--- src/rtl/fw_width_adapter.sv ---
// Narrow read port over a wide packet memory.
// One-entry wide-word cache plus per-word last/byte-count qualifiers.
module fw_width_adapter #(
  parameter int IN_WIDTH       = 64,
  parameter int OUT_WIDTH      = 32,
  parameter int IN_ADDR_WIDTH  = 9,
  parameter int OUT_ADDR_WIDTH = 10,
  parameter int MEM_LAT        = 1,
  parameter int PLEN_WIDTH     =
    OUT_ADDR_WIDTH + $clog2(OUT_WIDTH/8),
  parameter int BYTES_WIDTH    = $clog2(OUT_WIDTH/8) + 1
) (
  input  logic                      clk,
  input  logic                      rst,
  input  logic [OUT_ADDR_WIDTH-1:0] fw_addr,
  input  logic                      fw_rd_en,
  output logic                      fw_rd_ready,
  output logic [OUT_WIDTH-1:0]      fw_rd_data,
  output logic                      fw_rd_valid,
  output logic                      fw_rd_last,
  output logic [BYTES_WIDTH-1:0]    fw_rd_bytes,
  input  logic                      fw_done,
  output logic [IN_ADDR_WIDTH-1:0]  mem_addr,
  output logic                      mem_rd_en,
  input  logic [IN_WIDTH-1:0]       mem_rd_data,
  input  logic [PLEN_WIDTH-1:0]     mem_byte_length,
  output logic                      mem_done
);

  localparam int RATIO = IN_WIDTH / OUT_WIDTH;
  localparam int N     = $clog2(RATIO);
  localparam int BW    = $clog2(OUT_WIDTH/8);
  localparam int NB    = OUT_WIDTH / 8;

  localparam logic signed [PLEN_WIDTH:0] NB_S =
    (PLEN_WIDTH+1)'(NB);
  localparam logic signed [PLEN_WIDTH:0] ZERO_S = '0;
  localparam logic [BYTES_WIDTH-1:0] NB_B =
    BYTES_WIDTH'(NB);

  typedef struct packed {
    logic                   vld;
    logic [N-1:0]           off;
    logic                   last;
    logic [BYTES_WIDTH-1:0] bytes;
  } ent_t;

  logic [IN_ADDR_WIDTH-1:0] tag;
  logic [N-1:0]             offset;
  logic [IN_WIDTH-1:0]      cache_data;
  logic [IN_ADDR_WIDTH-1:0] cache_tag;
  logic [IN_ADDR_WIDTH-1:0] miss_tag;
  logic                     cache_vld;
  logic                     pending;
  logic                     inval;
  logic                     accept;
  logic                     hit;
  logic                     miss;
  logic signed [PLEN_WIDTH:0] rem;
  logic                     q_last;
  logic [BYTES_WIDTH-1:0]   q_bytes;
  ent_t                     new_ent;
  ent_t                     tail;
  ent_t                     pipe [MEM_LAT];

  // Offset 0 is the MSB lane of the wide word.
  function automatic logic [OUT_WIDTH-1:0] lane(
    input logic [IN_WIDTH-1:0] w,
    input logic [N-1:0]        k
  );
    logic [IN_WIDTH-1:0] s;
    s = w << (OUT_WIDTH * int'(k));
    return s[IN_WIDTH-1 -: OUT_WIDTH];
  endfunction

  assign tag         = fw_addr[OUT_ADDR_WIDTH-1:N];
  assign offset      = fw_addr[N-1:0];
  assign mem_addr    = tag;
  assign mem_done    = fw_done;
  assign fw_rd_ready = !pending;
  assign accept      = fw_rd_en && !pending;
  assign hit  = accept && cache_vld && (tag == cache_tag);
  assign miss = accept && !hit;
  assign mem_rd_en   = miss;
  assign tail        = pipe[MEM_LAT-1];

  assign rem = $signed({1'b0, mem_byte_length})
             - $signed({1'b0, fw_addr, {BW{1'b0}}});

  always_comb begin
    q_last  = 1'b0;
    q_bytes = NB_B;
    if (rem > NB_S) begin
      q_last  = 1'b0;
      q_bytes = NB_B;
    end else if (rem > ZERO_S) begin
      q_last  = 1'b1;
      q_bytes = rem[BYTES_WIDTH-1:0];
    end else begin
      q_last  = 1'b1;
      q_bytes = '0;
    end
  end

  always_comb begin
    new_ent       = '0;
    new_ent.vld   = miss;
    new_ent.off   = offset;
    new_ent.last  = q_last;
    new_ent.bytes = q_bytes;
  end

  always_ff @(posedge clk or posedge rst) begin
    if (rst) begin
      fw_rd_valid <= 1'b0;
      fw_rd_data  <= '0;
      fw_rd_last  <= 1'b0;
      fw_rd_bytes <= '0;
      cache_data  <= '0;
      cache_tag   <= '0;
      miss_tag    <= '0;
      cache_vld   <= 1'b0;
      pending     <= 1'b0;
      inval       <= 1'b0;
      for (int i = 0; i < MEM_LAT; i++) pipe[i] <= '0;
    end else begin
      fw_rd_valid <= 1'b0;
      pipe[0]     <= new_ent;
      for (int i = 1; i < MEM_LAT; i++) pipe[i] <= pipe[i-1];
      if (tail.vld) begin
        cache_data  <= mem_rd_data;
        cache_tag   <= miss_tag;
        cache_vld   <= !inval;
        pending     <= 1'b0;
        fw_rd_valid <= 1'b1;
        fw_rd_data  <= lane(mem_rd_data, tail.off);
        fw_rd_last  <= tail.last;
        fw_rd_bytes <= tail.bytes;
      end else if (hit) begin
        fw_rd_valid <= 1'b1;
        fw_rd_data  <= lane(cache_data, offset);
        fw_rd_last  <= q_last;
        fw_rd_bytes <= q_bytes;
      end
      // done during a fetch keeps the arriving word uncached
      if (miss) begin
        pending  <= 1'b1;
        miss_tag <= tag;
        inval    <= fw_done;
      end else if (fw_done) begin
        inval <= 1'b1;
      end
      if (fw_done) cache_vld <= 1'b0;
    end
  end

endmodule

--- config.mk ---
export PLATFORM = sky130hd
export DESIGN_NAME = fw_width_adapter
export DESIGN_NICKNAME = d
export VERILOG_FILES = /design/src/rtl/fw_width_adapter.sv
export SDC_FILE = /design/constraint.sdc
export NUM_CORES = 1
export LEC_CHECK = 0
export ABC_CLOCK_PERIOD_IN_PS = 4900
export CORE_ASPECT_RATIO = 1.5
export CORE_UTILIZATION = 40
export DETAILED_ROUTE_END_ITERATION = 10
export GPL_TIMING_DRIVEN = 0
export PLACE_DENSITY = 0.79
export SLEW_MARGIN = 20
export SYNTH_ARGS = -nofsm -noshare
export SYNTH_HDL_FRONTEND = slang
export SYNTH_SLANG_ARGS = --single-unit
--- constraint.sdc ---
create_clock -name clk -period 4.9 [get_ports clk]
set_clock_uncertainty 0.05 [all_clocks]
set_input_delay 1.47 -clock clk [delete_from_list [all_inputs] [get_ports clk]]
set_output_delay 1.47 -clock clk [all_outputs]
set_load 0.02 [all_outputs]
==> qor.csv <==
metric;value;unit
status;complete, no violations;
drc;0;
routed.top_layer;met4;
die_area;16400;um^2
place_ws;-0.576;ns
relSlewSlack;0.404;
io_buffers;138;
ant_nets;0;
dr.pass1.iters;5;
cp-end-kind;primary output;
cts_tree;built;
irDropWorstVdd;0.296;mV
met1_length;6.55;mm
fin_nets;815;
crit_chain;clkdlybuf4s50_1 > xor2_1 > nor4_1 > nand4_1 > nand2_4 > inv_1 > dlygate4sd2_1;
synth_top_area_share;0.504;
grt-ovfl-total;0;
max_freq;0.212;GHz
synth-edff-count;0;
clockBufferDepth;2;
p_leak;3.69;nW
synth_nets;653;
post-route-util;0.557;
grt_pass1_wl;27.7;mm
grt_use_total;0.218;
power_density;546;nW/um^2
clkTransAtPathRegs;0.06;ns
synth_top_cell_by_area;dfrtp_1;
crit_fanout;4;
synth_area_leaders;dfrtp_1 50%, mux2_2 13%, mux2i_1 10%;
vias_per_cell;5.40;
initial_core_util;0.409;
yosysSeqAreaShare;0.504;
hp-class;reg2reg;
worstPathArrival;3.19;ns
final_common_cell;clkdlybuf4s50_1;
cts_sinks;128;
num_vias;5020;
cts_root_buf;clkbuf_16;
multiInputGateArea;2880;um^2
finalCritPeriodShare;0.961;
first_iter_violations;213;
syn_inst;552;
crit_required;3.38;ns
crit_path_top_delay_cell;clkdlybuf4s50_1;
p_total;4.73;mW
finalMaxSlewViolations;0;
ys.flop_type;dfrtp_1;
wire_per_inst;18.4;um
core-area;15600;um^2
seq_area;3200;um^2
start_kind;input pin;
io-pin-count;139;
setup_viol;0;
ys_types;48;
n_fill_cell;1345;
worstMarginPinSlew;0.894;ns
die_y;156;um
critical_path_class;in2out;
dieWidth;105;um
grt_pass1_vias;5590;
synth.cell_area;6360;um^2
antennaDiodeCount;0;
gp_congestion;0.944;
ys_warn_count;0;
mostFrequentLayoutCells;137 x clkdlybuf4s50_1, 128 x dfrtp_1, 73 x mux2_2, 64 x mux2i_1, 43 x nor2_1;
antenna_found_initial;0;
post-route-min-period;4.71;ns
syn2layout_area_growth;36.3;%
rows;56;
hold_viol;0;
cts_hold_buf;0;
fin_ws;0.193;ns
drive_above_1_share;0.180;
wl_met3;840;um
place_hpwl;12.8;mm
h-tree-depth;4;
synth.avg_cell_area;11.5;um^2
cts_buffers;17;
rsz0062_at_grt;false;
wl_met2;9.27;mm
insertion_delay;0.41;ns
grt_max_degree;38;
slowest_delay;0.47;ns
wl;17.1;mm
ys_ff_latch;128;
maxCapViolCount;0;
async_flop_share;1.00;
[state kept, by name, summed over array words and instances (netlist names)]
signal / cells
fw_rd_valid: 1
cache_data: 64
fw_rd_data: 32
cache_vld: 1
fw_rd_bytes: 3
pending: 1
pipe: 6
fw_rd_last: 1
miss_tag: 9
inval: 1
cache_tag: 9
[critical path, delay by kind of cell]
family,cells,cell delay (ns)
buffers and inverters,3,0.85
xor gates and xnor gates,1,0.21
and+or+nand+nor,3,0.65
[stage by stage]
step | hold slack, ns | std cells | instance area [um^2] | TNS [ns]
floorplan | 0.374 | 552 | 6360 | 0
global placement | 0.391 | 893 | 8000 | -0.581
detailed placement | 0.406 | 896 | 8060 | -0.576
CTS | 0.416 | 928 | 8650 | 0
global route | 0.437 | 930 | 8670 | 0
finish | 0.417 | 930 | 8670 | 0
[synth_stat cells, drive strengths merged, types with 2 or more instances]
master  count
a31o        2
dfrtp     128
inv        20
a31oi       2
ha         10
nand2      17
nand4       5
o21ai      14
xnor2       3
o21a        4
mux2       73
nor4        5
nand2b      2
o211ai      2
nor2b       2
o21bai      2
nor2       43
clkbuf     33
buf        11
a211oi     33
nor3        3
a211o       3
and2        3
mux2i      64
and3        2
xor2        9
a21oi      41
[where the power goes]
| part | switching [mW] | leakage [nW] | total (mW) | internal, mW |
|---|---|---|---|---|
| clock | 0.527 | 0.288 | 1.25 | 0.725 |
| sequential | 0.271 | 1.50 | 1.82 | 1.55 |
| combinational | 0.797 | 1.91 | 1.66 | 0.864 |
| total | 1.60 | 3.69 | 4.73 | 3.14 |
[final timing paths]
| kind | startpoint | end | slack [ns] | cells past startpoint |
|---|---|---|---|---|
| max in group asynchronous | rst | cache_data[36] | 2.55 | 4 |
| min in group asynchronous | rst | fw_rd_data[26] | 1.42 | 2 |
| max | fw_addr[7] | mem_rd_en | 0.19 | 7 |
| min reg2reg | pipe[2] | fw_rd_bytes[2] | 0.42 | 2 |
| max reg2reg | cache_tag[4] | fw_rd_data[13] | 2.40 | 8 |
| min | pipe[2] | fw_rd_bytes[2] | 0.42 | 2 |
[final cells by class]
cell class	count	area share
tap	203	0.0293
clock buffer	17	0.0491
buffer	43	0.0229
inverter	21	0.00953
timing repair buffer	144	0.169
clock inverter	15	0.0186
sequential	128	0.369
multi-input combinational	359	0.332
[cells by family after synthesis]
kind of cell    synth area share
xor+xnor                  0.0165
compound gates             0.116
mux                        0.230
flops                      0.504
buf+inv                   0.0443
simple gates              0.0669
fa+ha+maj                 0.0228
[what timing repair did]
| item | CTS | global route |
|---|---|---|
| gates resized for setup | 3 | 0 |
| cloned | 0 | 0 |
| hold endpoints to repair | 0 | 0 |
| buffers inserted | 1 | 2 |
| endpoints found under the setup margin | 1 | 1 |
| pin swaps | 1 | 2 |
[layer usage]
layer  GRT usage  vias to the layer above
met1       0.230                     2529
li1            -                     2299
met2       0.409                      160
met4      0.0912                        0
met3      0.0541                       32
met5           0                        -
(Power assumes the default switching activity.)
